### src/rtl/riscv_lsu_pkg.sv
// Shared encodings, FSM state type and lane helpers for the data-memory access sequencer.
package riscv_lsu_pkg;

  localparam logic [1:0] SIZE_B = 2'd0;
  localparam logic [1:0] SIZE_H = 2'd1;
  localparam logic [1:0] SIZE_W = 2'd2;
  localparam logic [1:0] SIZE_R = 2'd3;

  typedef enum logic {S_IDLE, S_REQ} state_t;

  localparam logic [3:0] BE_B = 4'b0001;
  localparam logic [3:0] BE_H = 4'b0011;
  localparam logic [3:0] BE_W = 4'b1111;

  // Reserved size is always misaligned so a trapping build rejects it.
  function automatic logic misaligned(input logic [1:0] size, input logic [1:0] off);
    case (size)
      SIZE_B:  return 1'b0;
      SIZE_H:  return off[0];
      SIZE_W:  return off != 2'b00;
      default: return 1'b1;
    endcase
  endfunction

  function automatic logic [4:0] lane_shift(input logic [1:0] off);
    return {off, 3'b000};
  endfunction

endpackage

### src/rtl/riscv_lane_align.sv
// Combinational byte-lane steering: byte enables, store-data replication and load right-alignment.
module riscv_lane_align
  import riscv_lsu_pkg::*;
(
  input  logic [1:0]  size,
  input  logic [1:0]  off,
  input  logic [31:0] wdata,
  input  logic [31:0] rdata_word,
  output logic [3:0]  be,
  output logic [31:0] wdata_rep,
  output logic [31:0] rdata_aligned
);

  always_comb begin
    be        = BE_W;
    wdata_rep = wdata;
    case (size)
      SIZE_B: begin
        be        = BE_B << off;
        wdata_rep = {4{wdata[7:0]}};
      end
      SIZE_H: begin
        be        = BE_H << off;
        wdata_rep = {2{wdata[15:0]}};
      end
      default: begin
        be        = BE_W;
        wdata_rep = wdata;
      end
    endcase
  end

  assign rdata_aligned = rdata_word >> lane_shift(off);

endmodule

### src/rtl/riscv_dm_access.sv
// Load/store sequencer driving a req/ack data-memory handshake with timeout abort.
// Build option MISALIGN_TRAP_EN: misaligned accesses abort with err instead of being force-aligned.
module riscv_dm_access
  import riscv_lsu_pkg::*;
#(
  parameter int ADDR_W         = 32,
  parameter int TIMEOUT_CYCLES = 16
) (
  input  logic              clk,
  input  logic              rst,
  input  logic              start,
  input  logic              we,
  input  logic [1:0]        size,
  input  logic [ADDR_W-1:0] addr,
  input  logic [31:0]       wdata,
  output logic              busy,
  output logic              done,
  output logic              err,
  output logic [31:0]       rdata,
  output logic              dm_req,
  output logic              dm_we,
  output logic [ADDR_W-1:0] dm_addr,
  output logic [3:0]        dm_be,
  output logic [31:0]       dm_wdata,
  input  logic [31:0]       dm_rdata,
  input  logic              dm_ack
);

  // state  | meaning
  // S_IDLE | waiting for start; done/err pulse of the previous access shows here
  // S_REQ  | dm_req held, waiting for dm_ack or timeout

  localparam int CNT_W = (TIMEOUT_CYCLES > 1) ? $clog2(TIMEOUT_CYCLES) : 1;
  localparam logic [CNT_W-1:0] CNT_LAST = CNT_W'((TIMEOUT_CYCLES > 0) ? TIMEOUT_CYCLES - 1 : 0);

  state_t state, state_nxt;

  logic              we_q;
  logic [1:0]        size_q;
  logic [1:0]        off_q;
  logic [ADDR_W-1:2] addr_q;
  logic [31:0]       wdata_q;
  logic [CNT_W-1:0]  cnt;

  logic [1:0]  size_eff;
  logic [1:0]  off_eff;
  logic        trap_now;
  logic        tmo_hit;
  logic        accept;
  logic        trap;
  logic        finish;
  logic        abort;
  logic [3:0]  be;
  logic [31:0] wdata_rep;
  logic [31:0] rdata_aligned;

`ifdef MISALIGN_TRAP_EN
  assign trap_now = misaligned(size, addr[1:0]);
`else
  assign trap_now = 1'b0;
`endif

  // Without trapping, reserved size runs as a word and offsets are forced to natural alignment.
  always_comb begin
    size_eff = (size == SIZE_R) ? SIZE_W : size;
    case (size_eff)
      SIZE_H:  off_eff = {addr[1], 1'b0};
      SIZE_W:  off_eff = 2'b00;
      default: off_eff = addr[1:0];
    endcase
  end

  assign tmo_hit = (TIMEOUT_CYCLES != 0) && (cnt == CNT_LAST);

  always_ff @(posedge clk or posedge rst) begin
    if (rst) state <= S_IDLE;
    else     state <= state_nxt;
  end

  always_comb begin
    state_nxt = state;
    accept    = 1'b0;
    trap      = 1'b0;
    finish    = 1'b0;
    abort     = 1'b0;
    case (state)
      S_IDLE: begin
        if (start) begin
          if (trap_now) begin
            trap = 1'b1;
          end else begin
            accept    = 1'b1;
            state_nxt = S_REQ;
          end
        end
      end
      S_REQ: begin
        if (dm_ack) begin
          finish    = 1'b1;
          state_nxt = S_IDLE;
        end else if (tmo_hit) begin
          abort     = 1'b1;
          state_nxt = S_IDLE;
        end
      end
      default: state_nxt = S_IDLE;
    endcase
  end

  always_ff @(posedge clk or posedge rst) begin
    if (rst) begin
      done    <= 1'b0;
      err     <= 1'b0;
      rdata   <= '0;
      we_q    <= 1'b0;
      size_q  <= SIZE_B;
      off_q   <= 2'b00;
      addr_q  <= '0;
      wdata_q <= '0;
      cnt     <= '0;
    end else begin
      done <= finish | abort | trap;
      err  <= abort | trap;
      if (accept) begin
        we_q    <= we;
        size_q  <= size_eff;
        off_q   <= off_eff;
        addr_q  <= addr[ADDR_W-1:2];
        wdata_q <= wdata;
        cnt     <= '0;
      end else if (state == S_REQ && cnt != {CNT_W{1'b1}}) begin
        cnt <= cnt + 1'b1;
      end
      if (finish && !we_q) rdata <= rdata_aligned;
      else if (abort)      rdata <= '0;
    end
  end

  riscv_lane_align u_align (
    .size          (size_q),
    .off           (off_q),
    .wdata         (wdata_q),
    .rdata_word    (dm_rdata),
    .be            (be),
    .wdata_rep     (wdata_rep),
    .rdata_aligned (rdata_aligned)
  );

  // Memory-side outputs come straight from registers and are zero outside REQ.
  assign busy     = (state != S_IDLE);
  assign dm_req   = (state == S_REQ);
  assign dm_we    = dm_req & we_q;
  assign dm_addr  = dm_req ? {addr_q, 2'b00} : '0;
  assign dm_be    = dm_req ? be : 4'b0000;
  assign dm_wdata = dm_req ? wdata_rep : '0;

endmodule

### config.mk
export PLATFORM = sky130hd
export DESIGN_NAME = riscv_dm_access
export DESIGN_NICKNAME = d
export VERILOG_FILES = /design/src/rtl/riscv_lsu_pkg.sv /design/src/rtl/riscv_lane_align.sv /design/src/rtl/riscv_dm_access.sv
export SDC_FILE = /design/constraint.sdc
export NUM_CORES = 1
export LEC_CHECK = 0
export CORE_ASPECT_RATIO = 1.25
export CORE_UTILIZATION = 45
export CTS_BUF_LIST = sky130_fd_sc_hd__clkbuf_4
export CTS_CLUSTER_SIZE = 12
export DETAILED_ROUTE_END_ITERATION = 7
export PLACE_DENSITY = 0.82
export SETUP_SLACK_MARGIN = 0.15
export SYNTH_ARGS = -nofsm -noshare
export SYNTH_HDL_FRONTEND = slang
export SYNTH_SLANG_ARGS = --single-unit
export TNS_END_PERCENT = 100
### constraint.sdc
create_clock -name clk -period 5.9 [get_ports clk]
set_clock_uncertainty 0.1 [all_clocks]
set_input_delay 1.77 -clock clk [delete_from_list [all_inputs] [get_ports clk]]
set_output_delay 1.77 -clock clk [all_outputs]
set_load 0.01 [all_outputs]
== Yosys cells after proc, flatten, opt, wreduce, memory -nomap -nowiden ==
Cells that the tools add are included.
Operators by class
  $mul: 0
  eq/ne operators: 6
  bitwise gates (word level): 3
  divide/modulo/power cells: 0
  order comparisons: 0
  shifts and indexed selects: 3
  muxes and demuxes: 21
  add/sub/neg operators: 1
  reductions and logical operators: 6
Operators with widths (number)
  $mux W32: 4
  $pmux W32 S2: 1
  $shr A32 B5 Y32: 1
  $mux W4: 3
  $mux W1: 9
  $pmux W4 S2: 1
  $add A4 B1 Y4 const B: 1
  $eq A2 B1 Y1 const B: 2
  $eq A2 B2 Y1 const B: 2
  $eq A4 B4 Y1 const B: 1
  $ne A4 B4 Y1 const B: 1
  $pmux W2 S2: 1
  $reduce_bool A2 Y1: 2
  $shl A1 B2 Y4 const A: 1
  $shl A2 B2 Y4 const A: 1
  $logic_and A1 B1 Y1: 2
  $logic_not A2 Y1: 1
  $mux W2: 1
  $pmux W1 S2: 1
  $and A1 B1 Y1: 1
  $logic_not A1 Y1: 1
  $not A1 Y1: 1
  $or A1 B1 Y1: 1
Word-level totals
  bits in read-only memories: 0
  bits in latches: 0
  memory bits (writable): 0
  memories: 0
  word-level logic and storage cells: 50
  bits in registers: 106
  output and inout bits: 105

== Depth between registers and ports, before layout ==
Gate-level depths: netlist of run 1.
  word-level depth: 6
  gate-level depth with buffers: 6

== By module ==
A second synthesis of run 1 with hierarchy kept.
Unflattened totals
  cell total of the unflattened synthesis: 597
  area total of the unflattened synthesis: 5582.9 um2
Modules (own cells, without submodules)
  riscv_dm_access: area each 4553.1 um2, instances 1, cells each 472
  riscv_lane_align: area each 1029.7 um2, instances 1, cells each 125

== Worst setup path before layout of run 1 ==
No wires, ideal clock.
  path kind: register to output
  start: reg size_q[1]
  end: out dm_wdata[10]
  stages on the path, launching flop included: 5
  arrival: 1235 ps
  buffers on the path: 1
  setup slack: 2795 ps
  data required time: 4030 ps
  cell sequence: dfrtp_1 buf_2 nor2_1 nand2_1 a21boi_0
Between the ends
  longest elaborated chain between the ends: 3
  elaborated cells on any way between the ends: 4
  those cells by class: 1 x eq/ne; 2 x mux; 1 x reduce/logical
RTL lines
  start: declaration: line riscv_dm_access.sv:39  | logic [1:0] size_q;
  start signal: assignment: line riscv_dm_access.sv:126  | size_q <= size_eff;
  $eq A2 B1 Y1 or $logic_not A2 Y1 (tied branches): line riscv_lane_align.sv:17  | case (size)
  $pmux W32 S2 (*): line riscv_lane_align.sv:17
  $mux W32 (*): line riscv_dm_access.sv:155  | assign dm_wdata = dm_req ? wdata_rep : '0;
  end: declaration: line riscv_dm_access.sv:24  | output logic [31:0] dm_wdata,
Mark *: on every way between the ends. The rest lies on a longest branch, timed or not.

== Worst setup path in the final report of run 1 ==
  start: reg size_q[0]
  end: out dm_wdata[9]
Same word-level chain as after synthesis.

==> results of run 1 <==
-- cell usage in the layout, fill, tap and decap left out, types with 3 or more instances in the layout --
cell type and instances:
mux2_2 8, nand3_1 4, dfrtp_1 105, nor2_1 14, o21a_1 5, o21ai_0 27, buf_4 8, nand3b_1 11
a221o_1 8, o2bb2ai_1 8, nor2b_1 10, a22o_1 17, a21boi_0 8, and2_1 48, clkbuf_4 9, inv_1 3
clkdlybuf4s50_1 205, mux2i_1 33, nor3_1 3, nand2_1 216, clkinv_1 3
-- area by class of cell --
cell class / instances / area share (%)
sequential: 106 / 35.4
multi-input combinational: 438 / 32.5
timing repair buffer: 213 / 28.2
tap: 138 / 2.30
clock buffer: 9 / 0.901
clock inverter: 6 / 0.467
inverter: 4 / 0.234
-- worst register-to-register path: stages, from the launching register on --
cell      delay, ns
dfrtp_2        0.72
buf_4          0.50
nand2b_2       0.63
buf_4          0.51
nand2_1        0.10
mux2i_1        0.14
-- state kept, by name, summed over array words and instances, names as in the netlist --
name     flops
cnt          4
busy         1
err          1
addr_q      30
off_q        2
done         1
we_q         1
size_q       2
wdata_q     32
rdata       32
-- report_power, final --
| part | internal, W | total, W | switching, W |
|---|---|---|---|
| Combinational | 0.000557 | 0.000980 | 0.000423 |
| Sequential | 0.000916 | 0.00107 | 0.000154 |
| Clock | 0.0000813 | 0.000316 | 0.000234 |
| Total | 0.00155 | 0.00237 | 0.000812 |
-- through the flow --
step | setup WS (ns) | utilization, % | power (W) | cells | cell area [µm²]
2_1_floorplan | 1.24 | - | 0.00153 | 593 | 5310
3_3_place_gp | 2.00 | 64.0 | 0.00204 | 899 | 7390
3_5_place_dp | 1.97 | 64.0 | 0.00206 | 899 | 7390
4_1_cts | 1.41 | 64.8 | 0.00238 | 914 | 7500
5_1_grt | 1.26 | 64.8 | 0.00252 | 914 | 7500
6_report | 1.42 | 64.8 | 0.00237 | 914 | 7500
-- layer usage --
| metal | up-vias | GRT usage [%] | wire, µm |
|---|---|---|---|
| met3 | 30 | 6.56 | 1380 |
| met2 | 218 | 44.1 | 7460 |
| met5 | - | 0 | 0 |
| met4 | 0 | 12.1 | 441 |
| met1 | 2302 | 30.6 | 6050 |
| li1 | 2293 | - | - |
-- final timing paths --
check,end,slack (ns)
worst max register to register,cnt[0],3.15
worst min register to register,addr_q[19],0.39
max in group asynchronous,wdata_q[19],3.00
worst max-delay path,dm_wdata[9],1.42
worst min-delay path,addr_q[19],0.39
min in group asynchronous,we_q,1.78
-- kinds of logic (layout without fill, tap and decap cells) --
| kind of cell | Yosys count | count (layout) | synth area share, % |
|---|---|---|---|
| mux | 41 | 41 | 7.92 |
| flops | 106 | 106 | 50.0 |
| compound gates | 78 | 78 | 10.7 |
| other cells | 1 | 2 | 0.0707 |
| buf+inv | 49 | 232 | 4.36 |
| simple gates | 316 | 316 | 26.8 |
| fa+ha+maj | 1 | 1 | 0.236 |
==> results.md, run 1 <==
* EDFF count, synth at 0
* Post-synth top area cell: dfrtp_1
* Maximum capacitance violations at 0
* Vias at 4843
* Post-route worst hold slack at 0.387 ns
* Most common cell in the netlist: nand2_1
* Port bufs at 205
* Routed len/inst at 16.8 µm
* Crit Path Category: reg2out
* Die area at 12200 µm²
* CP delay by family, top: simple AND/OR/NAND/NOR gates
* Critical Path Sink Type: primary output
* Startpoint types: flip-flop
* Largest net degree at the start of global routing at 82
* Yosys warns at 0
* Async S/R FF share, synth at 100%
* Post-DRT Antenna Nets at 0
* FF+latch area at 2650 µm²
* Initial antenna violation count at 0
* RD Place Congestion at 0.878
* Fin. Hold Viols at 0
* Starting Density at 45.9%
* Share of cells above drive strength 1 at 4.38%
* Post-synth top area share at 50.0%
* Synth top cells by count: nand2_1 (216), dfrtp_1 (106), and2_1 (48)
* Std cell rows at 44
* Maximum root-to-sink buffer count at 2
* Area of the multi-input gates at 2440 µm²
* Max-slew violation count at 0
* Synth Cell Area at 5310 µm²
* DR vias/cell at 5.30
* DRC at 0
* Worst Hold Class: reg2reg
* Leakage power at 3.36 nW
* Syn_area_per_cell at 8.97 µm²
* CTS Sinks at 106
* Die span in x at 99.1 µm
* Post-DP HPWL at 11000 µm
* Iteration count of the initial detailed-routing pass at 4
* Final period utilization at 75.9%
* Die Span Y at 123 µm
* Hold path cells at 2
* Tmin final at 4.48 ns
* Total global routing overflow at 0
* Post-CTS Hold Buffers at 0
* Post-CTS setup buffer count at 0
* Worst Path Max Fanout at 20
* # diodes at 0
* CTS root buf: clkbuf_4
* Max_slew headroom at 33.2%
* Synthesized flop and latch total at 106
* Netlist cell types at 33
* Reg2reg start: busy
* CP bufs+invs at 1
* Unrepaired setup endpoints after global routing: no
* Post-Syn Instances at 592
* Post_cts resized at 0
* Synth Flop Type: dfrtp_1
* Worst Setup SP: size_q[0]
* Num CTS Buffers at 9
* Setup TNS at 0 ns
* Core area at 11600 µm²
* Post-layout nets at 876
* Power per cell area at 316 nW/µm²
* Sequential fraction of the synthesis area at 50.0%
* Crit-path max cell delay at 0.68 ns
* Final setup vio count at 0
* Critical path, cell by cell: nor2_1 -> nand2_1 -> a21boi_0 -> clkdlybuf4s50_1
* Crit path max-delay cell type: dfrtp_1
* Vias in the first global route at 4911
* Synth top area cells: dfrtp_1 (50%), nand2_1 (15%), mux2i_1 (6.2%)
* Maximum clock rate at 0.223 GHz
* Worst-Skew Late Latency at 0.45 ns
* R2r worst-path depth at 5
* CTS tree: done
* WP data arrival at 2.61 ns
* First-pass GRT wire length at 24500 µm
* Critical path depth at 4
* Area Overhead vs Synth at 41.2%
* # IOs at 208
* FILL cells at 928
* Clock H-tree levels at 3
* Peak supply drop at 0.165 mV
* Clk slew on worst S/H paths at 0.16 ns
* Iter 0 DRT Violations at 261
* Outcome: finished clean
* Final WL at 15300 µm
* Crit path required time at 4.03 ns
* Hold path startpoint: addr_q[19]
* Worst-Margin Slew at 1.00 ns
* GRT Resource Usage Total at 25.8%
(Power assumes the default switching activity.)
==> run 2, diff against run 1 <==
clock period = 4.3 ns   (was 5.9 ns; I/O delays follow)
==> run 2 against run 1 <==
- wire length up 2.6%
- largest power group unchanged
- clock power up 96%
- critical endpoint is now dm_wdata[11]
- sequential cell count unchanged
- die area unchanged
- cell count up 0.55%
- first-iteration DRC count down 7.3%
- design area up 2.0%
- total power up 46%
- non-clock buffer count up 4
- core utilization up 1.3 points
- count of clock-buffer cells in the layout up 1
==> results.md, run 2 (synthesis results as in run 1) <==
* DR vias/cell at 5.32
* Post-CTS Hold Buffers at 0
* Maximum root-to-sink buffer count at 2
* Final WL at 15700 µm
* Placed cells at 903
* Largest net degree at the start of global routing at 77
* Worst-Margin Slew at 1.10 ns
* Switching power at 0.00113 W
* Clock H-tree levels at 3
* Post_cts resized at 0
* Post-DP Area at 7460 µm²
* Vias in the first global route at 4787
* Internal at 0.00233 W
* Die span in x at 99.1 µm
* Starting Density at 45.9%
* Share of cells above drive strength 1 at 5.12%
* Seq pwr share at 43.1%
* Peak supply drop at 0.213 mV
* Iteration count of the initial detailed-routing pass at 5
* Outcome: finished clean
* Biggest regs: rdata: 32 flops, wdata_q: 32 flops, addr_q: 30 flops
* CTS tree: done
* Maximum capacitance violations at 0
* Worst Hold Class: reg2reg
* Max_slew headroom at 26.9%
* DRC at 0
* Max-slew violation count at 0
* Post-DP HPWL at 11400 µm
* Crit path required time at 2.91 ns
* CTS root buf: clkbuf_4
* Most frequent cells in the layout: nand2_1 (216), clkdlybuf4s50_1 (205), dfrtp_1 (105)
* Power per cell area at 453 nW/µm²
* Most common cell after layout, fill and taps aside: nand2_1
* Routed len/inst at 17.1 µm
* Critical Path Sink Type: primary output
* Total global routing overflow at 0
* Vias at 4891
* Post-layout util at 66.1%
* GRT Resource Usage Total at 26.0%
* Leakage power at 3.43 nW
* Startpoint types: flip-flop
* Area Overhead vs Synth at 44.0%
* Setup TNS at 0 ns
* Initial antenna violation count at 0
* Post-DRT Antenna Nets at 0
* Port bufs at 205
* RD Place Congestion at 0.841
* First-pass GRT wire length at 24800 µm
* Maximum clock rate at 0.255 GHz
* Crit Path Category: reg2out
* Post-layout nets at 880
* Dpl ws at 0.887 ns
* Worst Path Max Fanout at 12
* Die area at 12200 µm²
* Post-CTS setup buffer count at 0
* Num CTS Buffers at 9
* Logic pwr share at 39.0%
* Core area at 11600 µm²
* WP data arrival at 2.53 ns
* Tmin final at 3.92 ns
* Fin cells at 919
* Worst-Skew Late Latency at 0.44 ns
* Die Span Y at 123 µm
* Fin. Hold Viols at 0
* # IOs at 208
* Std cell rows at 44
* Unrepaired setup endpoints after global routing: no
* # diodes at 0
* Switching share of power at 32.6%
* Final Cell Area at 7640 µm²
* Final period utilization at 91.1%
* Final setup vio count at 0
* Iter 0 DRT Violations at 242
* Final setup margin at 0.382 ns
* FILL cells at 957
* CTS Sinks at 106
* Clk slew on worst S/H paths at 0.16 ns
* Clk pwr share at 17.9%
## run 2: metrics by stage
stage          total power (W)  hold WS, ns
2_1_floorplan          0.00211        0.337
3_3_place_gp           0.00281        0.349
3_5_place_dp           0.00286        0.354
4_1_cts                0.00348        0.391
5_1_grt                0.00367        0.405
6_report               0.00346        0.388
## run 2: metal layers
layer | vias to the layer above | global-route usage (%) | share of wire (%)
li1 | 2300 | - | -
met5 | - | 0 | 0
met1 | 2366 | 32.3 | 41
met3 | 12 | 7.41 | 8.3
met2 | 213 | 44.9 | 49
met4 | 0 | 6.16 | 0.94
## run 2: area by class of cell
class | instances | area (µm²) | share of cell area, %
Timing Repair Buffer | 217 | 2180 | 28.5
Sequential cell | 106 | 2650 | 34.7
Clock inverter | 6 | 105 | 1.38
Clock buffer | 10 | 75.1 | 0.982
Tap cell | 138 | 173 | 2.26
Inverter | 4 | 18.8 | 0.246
Multi-Input combinational cell | 438 | 2440 | 31.9
## run 2: final timing paths
check / startpoint / to / slack, ns / cells past startpoint
max: size_q[0] / dm_wdata[11] / 0.38 / 4
min: addr_q[17] / addr_q[17] / 0.39 / 2
max reg2reg: busy / rdata[28] / 1.67 / 4
min reg2reg: addr_q[17] / addr_q[17] / 0.39 / 2
max in group asynchronous: rst / wdata_q[31] / 2.27 / 3
min in group asynchronous: rst / addr_q[26] / 1.18 / 2
## run 2: critical path, stage by stage, from the launching register on
cell             delay (ns)
dfrtp_1                0.56
nor2_1                 0.61
nand2_1                0.13
a21boi_0               0.20
clkdlybuf4s50_1        0.57
## run 2: power groups by stage
stage / Sequential [W] / Clock (W) / Combinational [W]
6_report: 0.00149 / 0.000620 / 0.00135
5_1_grt: 0.00153 / 0.000679 / 0.00146
4_1_cts: 0.00149 / 0.000634 / 0.00136
3_5_place_dp: 0.00151 / 0 / 0.00135
3_3_place_gp: 0.00149 / 0 / 0.00132
2_1_floorplan: 0.00147 / 0 / 0.000633
